File: src/rtl/obu_parser_pkg.sv
`default_nettype none
// ============================================================================
// Module      : obu_parser_pkg
// Description : Shared constants and types for the OBU header writer/parser.
//               OBU_SIZE_WIDTH    - width of the obu_size field (bits)
//               LEB128_MAX_BYTES  - longest LEB128 encoding of obu_size
//               obu_header_t      - latched header fields
//               Helper functions build the fixed header and extension bytes.
// Revision    : 1.0 - initial release
// ============================================================================
package obu_parser_pkg;

    localparam int OBU_SIZE_WIDTH   = 56;
    localparam int LEB128_MAX_BYTES = 8;

    typedef struct packed {
        logic [3:0]                obu_type;
        logic                      ext_flag;
        logic [2:0]                temporal_id;
        logic [1:0]                spatial_id;
        logic                      has_size;
        logic [OBU_SIZE_WIDTH-1:0] obu_size;
    } obu_header_t;

    // Bit 7 is the forbidden bit, bit 0 is reserved; both are always zero.
    function automatic logic [7:0] obu_hdr_byte(input obu_header_t h);
        return {1'b0, h.obu_type, h.ext_flag, h.has_size, 1'b0};
    endfunction

    function automatic logic [7:0] obu_ext_byte(input obu_header_t h);
        return {h.temporal_id, h.spatial_id, 3'b000};
    endfunction

endpackage
`default_nettype wire

File: src/rtl/leb128_encoder.sv
`default_nettype none
// ============================================================================
// Module      : leb128_encoder
// Description : Serialises a value as minimal LEB128, one byte per advance.
//   clk, rst_n  : clock, asynchronous active-low reset
//   load        : capture load_value as the value to serialise
//   load_value  : value to encode
//   advance     : current byte was consumed, move to the next 7-bit group
//   leb_byte    : current encoded byte (continuation flag in bit 7)
//   leb_last    : current byte is the final byte of the encoding
// Revision    : 1.0 - initial release
// ============================================================================
module leb128_encoder
    import obu_parser_pkg::*;
(
    input  logic                      clk,
    input  logic                      rst_n,
    input  logic                      load,
    input  logic [OBU_SIZE_WIDTH-1:0] load_value,
    input  logic                      advance,
    output logic [7:0]                leb_byte,
    output logic                      leb_last
);

    // Remaining bits still to be sent; the low 7 bits form the current byte.
    logic [OBU_SIZE_WIDTH-1:0] r_rem;

    always_ff @(posedge clk or negedge rst_n) begin
        if (!rst_n) begin
            r_rem <= '0;
        end else if (load) begin
            r_rem <= load_value;
        end else if (advance) begin
            r_rem <= r_rem >> 7;
        end
    end

    // Last byte once nothing remains above the current 7-bit group. A zero
    // value therefore yields exactly one 0x00 byte, and a 56-bit value never
    // needs more than eight groups.
    assign leb_last = (r_rem[OBU_SIZE_WIDTH-1:7] == '0);
    assign leb_byte = {~leb_last, r_rem[6:0]};

endmodule
`default_nettype wire

File: src/rtl/obu_header_writer.sv
`default_nettype none
// ============================================================================
// Module      : obu_header_writer
// Description : Emits one OBU header as a byte stream: header byte, optional
//               extension byte, optional LEB128 obu_size.
//   clk, rst_n          : clock, asynchronous active-low reset
//   start / in_ready    : header request handshake (in_ready high in IDLE)
//   obu_type, ext_flag, temporal_id, spatial_id, has_size, obu_size
//                       : header fields, captured when start is accepted
//   byte_out/byte_valid/byte_ready/byte_last
//                       : output byte stream with valid/ready handshake
//   done                : one-cycle pulse after the final byte transfer
// Revision    : 1.0 - initial release
// ============================================================================
module obu_header_writer
    import obu_parser_pkg::*;
(
    input  logic                      clk,
    input  logic                      rst_n,
    input  logic                      start,
    output logic                      in_ready,
    input  logic [3:0]                obu_type,
    input  logic                      ext_flag,
    input  logic [2:0]                temporal_id,
    input  logic [1:0]                spatial_id,
    input  logic                      has_size,
    input  logic [OBU_SIZE_WIDTH-1:0] obu_size,
    output logic [7:0]                byte_out,
    output logic                      byte_valid,
    input  logic                      byte_ready,
    output logic                      byte_last,
    output logic                      done
);

    localparam logic [1:0] ST_IDLE = 2'd0;
    localparam logic [1:0] ST_HDR  = 2'd1;
    localparam logic [1:0] ST_EXT  = 2'd2;
    localparam logic [1:0] ST_SIZE = 2'd3;

    logic [1:0]  r_state;
    logic [1:0]  w_state_next;
    obu_header_t r_hdr;
    logic        r_done;

    logic        w_accept;
    logic        w_xfer;
    logic [7:0]  w_leb_byte;
    logic        w_leb_last;

    assign w_accept = start & in_ready;
    assign w_xfer   = byte_valid & byte_ready;
    assign done     = r_done;

    // Field capture: everything after acceptance is ignored until IDLE.
    always_ff @(posedge clk or negedge rst_n) begin
        if (!rst_n) begin
            r_hdr <= '0;
        end else if (w_accept) begin
            r_hdr.obu_type    <= obu_type;
            r_hdr.ext_flag    <= ext_flag;
            r_hdr.temporal_id <= temporal_id;
            r_hdr.spatial_id  <= spatial_id;
            r_hdr.has_size    <= has_size;
            r_hdr.obu_size    <= has_size ? obu_size : '0;
        end
    end

    // The encoder is (re)loaded from the captured size for as long as the
    // header byte is pending; it only starts advancing once in SIZE.
    leb128_encoder u_leb128 (
        .clk        (clk),
        .rst_n      (rst_n),
        .load       (r_state == ST_HDR),
        .load_value (r_hdr.obu_size),
        .advance    (w_xfer && (r_state == ST_SIZE)),
        .leb_byte   (w_leb_byte),
        .leb_last   (w_leb_last)
    );

    // State register
    always_ff @(posedge clk or negedge rst_n) begin
        if (!rst_n) begin
            r_state <= ST_IDLE;
        end else begin
            r_state <= w_state_next;
        end
    end

    // Next-state logic: header states only move on a byte transfer.
    always_comb begin
        w_state_next = r_state;
        case (r_state)
            ST_IDLE: begin
                if (w_accept) begin
                    w_state_next = ST_HDR;
                end
            end
            ST_HDR: begin
                if (w_xfer) begin
                    if (r_hdr.ext_flag) begin
                        w_state_next = ST_EXT;
                    end else if (r_hdr.has_size) begin
                        w_state_next = ST_SIZE;
                    end else begin
                        w_state_next = ST_IDLE;
                    end
                end
            end
            ST_EXT: begin
                if (w_xfer) begin
                    w_state_next = r_hdr.has_size ? ST_SIZE : ST_IDLE;
                end
            end
            ST_SIZE: begin
                if (w_xfer && w_leb_last) begin
                    w_state_next = ST_IDLE;
                end
            end
            default: w_state_next = ST_IDLE;
        endcase
    end

    // Output logic: depends only on registered state, so outputs stay
    // stable for as long as the downstream stalls.
    always_comb begin
        in_ready   = 1'b0;
        byte_valid = 1'b0;
        byte_out   = 8'h00;
        byte_last  = 1'b0;
        case (r_state)
            ST_IDLE: begin
                in_ready = 1'b1;
            end
            ST_HDR: begin
                byte_valid = 1'b1;
                byte_out   = obu_hdr_byte(r_hdr);
                byte_last  = ~r_hdr.ext_flag & ~r_hdr.has_size;
            end
            ST_EXT: begin
                byte_valid = 1'b1;
                byte_out   = obu_ext_byte(r_hdr);
                byte_last  = ~r_hdr.has_size;
            end
            ST_SIZE: begin
                byte_valid = 1'b1;
                byte_out   = w_leb_byte;
                byte_last  = w_leb_last;
            end
            default: begin
                in_ready = 1'b0;
            end
        endcase
    end

    always_ff @(posedge clk or negedge rst_n) begin
        if (!rst_n) begin
            r_done <= 1'b0;
        end else begin
            r_done <= w_xfer & byte_last;
        end
    end

endmodule
`default_nettype wire
File: config.mk
export PLATFORM = sky130hd
export DESIGN_NAME = obu_header_writer
export DESIGN_NICKNAME = d
export VERILOG_FILES = /design/src/rtl/obu_parser_pkg.sv /design/src/rtl/leb128_encoder.sv /design/src/rtl/obu_header_writer.sv
export SDC_FILE = /design/constraint.sdc
export NUM_CORES = 1
export LEC_CHECK = 0
export ABC_AREA = 0
export CAP_MARGIN = 20
export CORE_ASPECT_RATIO = 0.9
export CORE_UTILIZATION = 35
export CTS_BUF_LIST = sky130_fd_sc_hd__clkbuf_8 sky130_fd_sc_hd__clkbuf_16
export DETAILED_ROUTE_END_ITERATION = 16
export PLACE_DENSITY = 0.56
export SLEW_MARGIN = 10
export SYNTH_ARGS = -nofsm -noshare
export SYNTH_HDL_FRONTEND = slang
export SYNTH_HIERARCHICAL = 1
export SYNTH_SLANG_ARGS = --single-unit
export TNS_END_PERCENT = 30
File: constraint.sdc
create_clock -name clk -period 2.06 [get_ports clk]
set_input_delay 0.515 -clock clk [delete_from_list [all_inputs] [get_ports clk]]
set_output_delay 0.515 -clock clk [all_outputs]
set_load 0.05 [all_outputs]
# Word-level counts from Yosys, hierarchy flattened
# Cells that the tools add are included.
[word_totals]
reg_bits = 126
[op_classes]
eq_ne = 7
n_bitwise = 7
muxes = 14
reduce_logical = 7
[ops]
columns = ["operator", "count"]
rows = [
  ["$mux W56", 3],
  ["$logic_not A49 Y1", 1],
  ["$pmux W8 S3", 1],
  ["$mux W2", 6],
  ["$pmux W2 S4", 1],
  ["$ne A2 B2 Y1 const B", 3],
  ["$and A1 B1 Y1", 4],
  ["$eq A2 B2 Y1 const B", 2],
  ["$reduce_and A4 Y1", 1],
  ["$not A1 Y1", 3],
  ["$pmux W1 S3", 1],
  ["$reduce_or A3 Y1", 1],
  ["$eq A2 B1 Y1 const B", 1],
  ["$logic_and A1 B1 Y1", 2],
  ["$logic_not A2 Y1", 1],
  ["$mux W1", 2],
  ["$ne A2 B1 Y1 const B", 1],
  ["$reduce_bool A2 Y1", 1],
]

# Logic depth before layout (Yosys ltp)
# Gate-level depths: netlist of the first run.
[logic_depth]
depth_word = 7
mapped_depth = 7
ltp_nobuf = 6

# Modules after synthesis
# The synthesis of the first run kept the hierarchy.
[by_module_without_submodules]
columns = ["mod", "n_inst", "cells_each", "seq_area_each_um2", "area_per_inst_um2"]
rows = [
  ["obu_header_writer", 1, 308, 1751.7, 2959.1],
  ["leb128_encoder", 1, 268, 1401.3, 2673.8],
]

# Worst setup path before layout of the first run
# Ideal clock, no wire load.
[synth_timing]
kind = "reg-to-output"
startpoint = "register u_leb128.r_rem[18]"
endpoint = "output port byte_last"
path_buffers = 0
stages_incl_launch_ff = 6
required_time_ps = 1545
setup_slack_ps = -505
arrival_ps = 2050
cell_sequence = "dfrtp_1 > nor4_1 > nand4_1 > nor4_1 > nand2_1 > a31oi_1"
[synth_between]
elab_chain_cells = 2
[synth_lines]
columns = ["element", "line_no", "text"]
rows = [
  ["start: declaration", "leb128_encoder.sv:26", "logic [OBU_SIZE_WIDTH-1:0] r_rem;"],
  ["start signal: assignment", "leb128_encoder.sv:32", "r_rem <= load_value;"],
  ["start signal: assignment", "leb128_encoder.sv:34", "r_rem <= r_rem >> 7;"],
  ["$logic_not A49 Y1", "leb128_encoder.sv:41", "assign leb_last = (r_rem[OBU_SIZE_WIDTH-1:7] == '0);"],
  ["named net w_leb_last", "obu_header_writer.sv:48", "logic w_leb_last;"],
  ["$pmux W1 S3", "obu_header_writer.sv:130", "case (r_state)"],
  ["end: declaration", "obu_header_writer.sv:31", "output logic byte_last,"],
]
# The timed path passes the listed nets, and every way through them passes these cells.

# Worst setup path in the final report of the first run
[layout_timing]
startpoint = "register u_leb128.r_rem[27]"
endpoint = "output port byte_out[7]"
[layout_between]
elab_chain_cells = 3
[layout_lines]
columns = ["element", "line_no", "text"]
rows = [
  ["$logic_not A49 Y1", "leb128_encoder.sv:41", ""],
  ["$not A1 Y1", "leb128_encoder.sv:42", "assign leb_byte = {~leb_last, r_rem[6:0]};"],
  ["named net w_leb_byte[7]", "obu_header_writer.sv:47", "logic [7:0] w_leb_byte;"],
  ["$pmux W8 S3", "obu_header_writer.sv:130", ""],
  ["end: declaration", "obu_header_writer.sv:28", "output logic [7:0] byte_out,"],
]
# The timed path passes the listed nets, and every way through them passes these cells.

==> results of run 1 <==
## flip-flops by register name (all words and copies together) (netlist names)
signal / count
r_hdr: 67
u_leb128/r_rem: 56
r_state: 2
done: 1
## what timing repair did
action | CTS | global route
setup endpoints to repair | 13 | 11
resized for setup | 13 | 4
hold buffers | 0 | 0
setup buffers | 0 | 0
pin swaps | 5 | 1
## power breakdown
part           leakage, nW  internal [mW]  switching [mW]  total, mW
registers             1.64           3.41           0.575       3.99
logic                 1.63           2.15            2.27       4.43
clock network        0.265           1.68            1.08       2.77
total                 3.54           7.25            3.93       11.2
## final timing paths
path | cells past startpoint | from | slack (ns) | endpoint
max in group asynchronous | 2 | rst_n | 1.36 | r_hdr[36]
hold reg to reg | 2 | r_hdr[30] | 0.48 | r_hdr[30]
hold / removal | 1 | rst_n | 0.06 | r_hdr[65]
setup reg to reg | 7 | u_leb128/r_rem[27] | 0.16 | done
setup / recovery | 6 | u_leb128/r_rem[27] | -0.66 | byte_out[7]
min in group clk | 2 | r_hdr[30] | 0.48 | r_hdr[30]
## critical path, stage by stage, from the launching register on
cell	delay, ns
dfrtp_1	0.39
nor4_2	0.28
nand3_1	0.19
or4_4	0.57
mux2i_1	0.15
nor2_1	0.07
buf_6	0.16
## layout make-up
type,instances,area [µm²]
Fill cell,1390,7650
Sequential cell,126,3160
Multi-Input combinational cell,399,2320
Timing Repair Buffer,153,1600
Clock buffer,18,439
Tap cell,202,253
Clock inverter,14,121
Inverter,4,16.3
## layer usage
layer,vias up,track usage [%],share of wire [%]
met5,-,0,0
met2,70,27.1,46
met4,0,7.02,1.3
met1,2049,23.2,50
met3,14,3.55,3.2
li1,2216,-,-
## cell usage in the layout (no fill, tap or decap), types with 8 or more instances in the layout
cell type        netlist  final
clkbuf_16              0     17
mux2i_1               56     56
dfrtp_1              126    124
mux2_4                 8      8
buf_12                 0     22
clkdlybuf4s50_1        0     68
o21ai_0              115    115
buf_4                  8     60
nand2_1              170    169
nor4_2                 1      8
## synth_stat cells (4+ instances only)
cell type and instances:
mux2i_1 56, mux2_4 8, nor2_1 7, o21ai_0 115, buf_4 8, clkbuf_1 30
nor4_1 11, nand2b_1 7, dfrtp_1 126, nand2_1 170, o2bb2ai_1 4, buf_2 5
## through the flow
stage	setup TNS, ns	total power, mW	std cells	utilization, %
2_1_floorplan	-0.959	6.41	576	-
3_3_place_gp	-1.07	8.27	884	46.7
3_5_place_dp	-1.33	8.40	884	46.7
4_1_cts	-2.13	11.3	916	50.7
5_1_grt	-2.88	11.9	916	50.8
6_report	-1.90	11.2	916	50.8
## logic make-up after synthesis
logic type / share of synthesized area (%)
compound gates: 11.7
buf+inv: 4.44
flops: 56.0
mux: 12.7
simple gates: 15.2
==> impl_results.md, run 1 <==
- Status: complete, but fails checks
- Failing checks: negative setup slack
- Cts bufs inserted: 17
- Chip Width: 136 µm
- Worst EP arrival: around 2.2 ns
- Die area: ~0.017 mm²
- Max Clk Rate: 368 MHz
- Register area share after synthesis: a little under three fifths
- Worst min-delay path category: in -> async
- Synth area leaders: dfrtp_1 56%, nand2_1 11%, o21ai_0 10%
- Clock Path Buffers: 2
- PortBufs: 82
- RSZ-0062 raised after global routing: yes
- WL/cell: 14.2 µm
- Vias per cell: 4.75
- Antenna diode count: 0
- Final GP Congestion: 0.823
- Dpl cell area: 0.00727 mm²
- Io pins: 83
- Total nets after synthesis: between 600 and 700
- Routed WL: between 10 and 15 mm
- Die extent in y: 122 µm
- Worst vdd ir: 0.937 mV
- GRT overflow: 0
- Worst-Margin Slew: roughly 0.5 ns
- DRC viols: 0
- Initial Util: 36.2%
- Pwr per Cell Area: 1420 mW/mm²
- Final Worst Setup Slack: -0.660 ns
- GRT Overall Usage: 17.2%
- Largest net degree at the start of global routing: 113
- Global-route wire length before repair: between 20 and 25 mm
- Min Hold Slack: 0.0641 ns
- EDFF count, synth: 0
- Detail Placement HPWL: roughly 9.4 mm
- Post-route ant nets: 0
- Primary FF master, synth: dfrtp_1
- Period utilization: 132%
- Crit-path max FO: 2
- Number of global-route vias before repair: 4366
- Synthesis-to-layout area growth: 40.2%
- Vias after detailed routing: 4349
- Final hold vios: 0
- Mapped Cells: 576
- Fin area: around 0.008 mm²
- Crit path kind: reg -> out
- Flops & latches, synth: around 130
- Skew final: 0.00621 ns
- DP Worst Slack: -0.454 ns
- Fin. max-slew vios: 0
- Max_cap viols: 0
- Clock sink count: 126
- Endpoints failing setup: 8
- Relative slew slack: about 67%
- Worst setup SP type: flop
- TritonCTS clock tree: done
- Mapped Area: 0.00563 mm²
- Root buf cell: clkbuf_16
- Pleak: 3.54 nW
- Clock transition at path regs: around 0.060 ns
- Share of layout cells above drive strength 1: 20.4%
- Req. time, crit path: 1.54 ns
- Initial antenna violation count: 0
- Initial drt markers: 169
- Std cell rows: 43
- Clk_lat worst skew: 0.41 ns
- Core region area: 0.0155 mm²
- Htree depth: 4
- Nets: 772
- Largest area contributor in the netlist: dfrtp_1
- Yosys cell types: 31
- Post-synth top area share: between 50% and 60%
- Yosys warns: 6
- Min Clock Period, post-route: between 2 and 3 ns
- Asr flop ratio synth: between 90% and 100%
- Worst setup EP type: output pin
- Syn avg cell area: 9.78 µm²
- TritonRoute pass-1 iters: 5
Power figures use the tool's default switching activity.
==> run 2: changes to the inputs <==
--- a/config.mk
+++ b/config.mk
@@ -13,3 +13,3 @@
 export DETAILED_ROUTE_END_ITERATION = 16
-export PLACE_DENSITY = 0.56
+export PLACE_DENSITY = 0.63
 export SLEW_MARGIN = 10
==> constraint.sdc (replaced) <==
create_clock -name clk -period 2.06 [get_ports clk]
set_input_delay 0.206 -clock clk [delete_from_list [all_inputs] [get_ports clk]]
set_output_delay 0.206 -clock clk [all_outputs]
set_load 0.05 [all_outputs]
==> impl_results.md, run 2 (synthesis gave the netlist of run 1 again) <==
- Die extent in y: 122 µm (unchanged)
- Period utilization: 117% (was 132%)
- TritonRoute pass-1 iters: 4 (was 5)
- DP Worst Slack: -0.0344 ns (was -0.454 ns)
- Most common library cell in the layout ignoring fill and taps: nand2_1 (unchanged)
- Number of global-route vias before repair: 4422 (was 4366)
- Largest net degree at the start of global routing: 113 (unchanged)
- Worst path slowest cell: or4_4 (unchanged)
- Top Registers: r_hdr x67, u_leb128/r_rem x56, r_state x2 (unchanged)
- Clock sink count: 126 (unchanged)
- Min-Delay Startpoint: has_size
- Worst Hold End: r_hdr[41]
- Worst setup EP type: output pin (unchanged)
- Vias per cell: 4.90 (was 4.75)
- Io pins: 83 (unchanged)
- Global-route wire length before repair: 22.0 mm (was 21.8 mm)
- Dpl cell area: 0.00682 mm² (was 0.00727 mm²)
- Status: complete, but fails checks (unchanged)
- PortBufs: 82 (unchanged)
- Fin cells: 873 (was 916)
- Crit path max-delay family: simple AND/OR/NAND/NOR gates (unchanged)
- Worst vdd ir: 1.08 mV (was 0.937 mV)
- Post-route ant nets: 0 (unchanged)
- Bufs and invs on worst path: 1 (unchanged)
- Core region area: 0.0155 mm² (unchanged)
- Fin area: 0.00746 mm² (was 0.00790 mm²)
- Max Clk Rate: 414 MHz (was 368 MHz)
- Initial drt markers: 217 (was 169)
- Chip Width: 136 µm (unchanged)
- Pwr per Cell Area: 1430 mW/mm² (was 1420 mW/mm²)
- RSZ-0062 raised after global routing: yes (unchanged)
- Fin Setup TNS: -0.669 ns (was -1.90 ns)
- Htree depth: 4 (unchanged)
- Failing checks: negative setup slack (unchanged)
- Endpoints failing setup: 2 (was 8)
- Top reg by flops: r_hdr (unchanged)
- Worst setup SP type: flop (unchanged)
- Most frequent cells in the layout: 169 x nand2_1, 125 x dfrtp_1, 115 x o21ai_0 (was 169 x nand2_1, 124 x dfrtp_1, 115 x o21ai_0)
- GRT overflow: 0 (unchanged)
- Relative slew slack: 67.5% (was 67.2%)
- Std cell rows: 43 (unchanged)
- Final hold vios: 0 (unchanged)
- Initial antenna violation count: 0 (unchanged)
- Cts bufs inserted: 17 (unchanged)
- WL/cell: 14.9 µm (was 14.2 µm)
- Final GP Congestion: 0.813 (was 0.823)
- Worst-Margin Slew: 0.487 ns (was 0.492 ns)
- Die area: 0.0166 mm² (unchanged)
- Root buf cell: clkbuf_16 (unchanged)
- Fill count: 1394 (was 1390)
- End of the worst register-to-register path: done (unchanged)
- Worst Reg-to-Reg Cells: 6 (was 7)
- Skew final: 0.00605 ns (was 0.00621 ns)
- Reg-to-Reg Start: u_leb128/r_rem[32] (was u_leb128/r_rem[27])
- Max_cap viols: 0 (unchanged)
- Req. time, crit path: 1.85 ns (was 1.54 ns)
- Placed Cells: 839 (was 884)
- Antenna diode count: 0 (unchanged)
- Crit-path cells: nor4_2 -> nand3_1 -> or4_4 -> mux2i_1 -> nor2_1 -> buf_6 (unchanged)
- Routed WL: 13.0 mm (about the same)
- Initial Util: 36.2% (unchanged)
- Max reg flops: 67 (unchanged)
- Worst EP arrival: 2.21 ns (was 2.20 ns)
- Nets: 730 (was 772)
- Clock Path Buffers: 2 (unchanged)
- Crit path largest cell delay: 0.56 ns (was 0.57 ns)
- Register-to-register setup slack: 0.23 ns (was 0.16 ns)
- Clk_lat worst skew: 0.41 ns (about the same)
- Pleak: 3.30 nW (was 3.54 nW)
- Synthesis-to-layout area growth: 32.5% (was 40.2%)
- Hold depth: 3
- Share of layout cells above drive strength 1: 14.3% (was 20.4%)
- Detail Placement HPWL: 9.10 mm (was 9.38 mm)
- Vias after detailed routing: 4278 (was 4349)
- TritonCTS clock tree: done (unchanged)
- Min Clock Period, post-route: 2.42 ns (was 2.72 ns)
- GRT Overall Usage: 17.2% (about the same)
- Crit path kind: reg -> out (unchanged)
- Crit-path max FO: 3 (was 2)
- Final Worst Setup Slack: -0.356 ns (was -0.660 ns)
- Clock transition at path regs: 0.05 ns (was 0.06 ns)
- Worst min-delay path category: in -> reg (was in -> async)
- DRC viols: 0 (unchanged)
- Fin. max-slew vios: 0 (unchanged)
[run 2: cell count changes in the layout (fill, tap and decap cells not counted), moves of 3 or more]
cell / change
buf_4: -34
buf_12: -9
clkinvlp_4: -5
clkinv_2: +3
clkinv_4: -3
nor2_1: +3
nor2_2: -3
[run 2: final cells by class]
type | instances | area (µm²) | area share (%)
Clock inverter | 11 | 76.3 | 1.02
Inverter | 4 | 15.0 | 0.201
Sequential cell | 126 | 3150 | 42.3
Multi-Input combinational cell | 399 | 2320 | 31.2
Clock buffer | 20 | 467 | 6.25
Tap cell | 202 | 253 | 3.39
Timing Repair Buffer | 111 | 1170 | 15.7
[run 2: worst max-delay path by stage]
| stage | startpoint | end | slack [ns] | cells after the start |
|---|---|---|---|---|
| floorplan | r_state[1] | byte_valid | 0.02 | 3 |
| global placement | u_leb128/r_rem[47] | byte_out[7] | -0.005 | 6 |
| detailed placement | u_leb128/r_rem[29] | byte_last | -0.03 | 7 |
| CTS | u_leb128/r_rem[30] | byte_out[7] | -0.37 | 6 |
| global route | u_leb128/r_rem[27] | byte_out[7] | -0.45 | 6 |
| finish | u_leb128/r_rem[27] | byte_out[7] | -0.36 | 6 |
[run 2: timing repair]
item                       in CTS  in global routing
buffers inserted                2                  0
hold endpoints to repair       31                  0
hold buffers                    1                  0
pin swaps                      10                  0
setup endpoints to repair       2                  9
resized for setup              12                  2
[run 2: through the flow]
stage               util (%)  hold slack (ns)  total power, mW
finish                  48.0            0.265             10.7
global route            48.0            0.321             11.4
CTS                     47.9            0.264             10.8
detailed placement      43.8            0.184             7.87
global placement        43.8            0.173             7.76
floorplan                  -          -0.0896             6.41
[run 2: tightest hold or removal path, cell delays in order]
cell and delay, ns:
buf_2 0.26, nand2_1 0.11, o21ai_0 0.06
[run 2: layer usage]
layer | wire length (µm) | GRT usage [%] | vias up
met2 | 6130 | 27.4 | 97
li1 | - | - | 2114
met1 | 6220 | 22.8 | 2059
met3 | 577 | 4.05 | 8
met5 | 0 | 0 | -
met4 | 117 | 6.04 | 0
[run 2: report_power, final]
group          internal [mW]  total [mW]  leakage [nW]  switching (mW)
sequential              3.41        4.08          1.64           0.669
combinational           1.78        3.88          1.37            2.10
clock                   1.71        2.72         0.289            1.01
total                   6.91        10.7          3.30            3.78
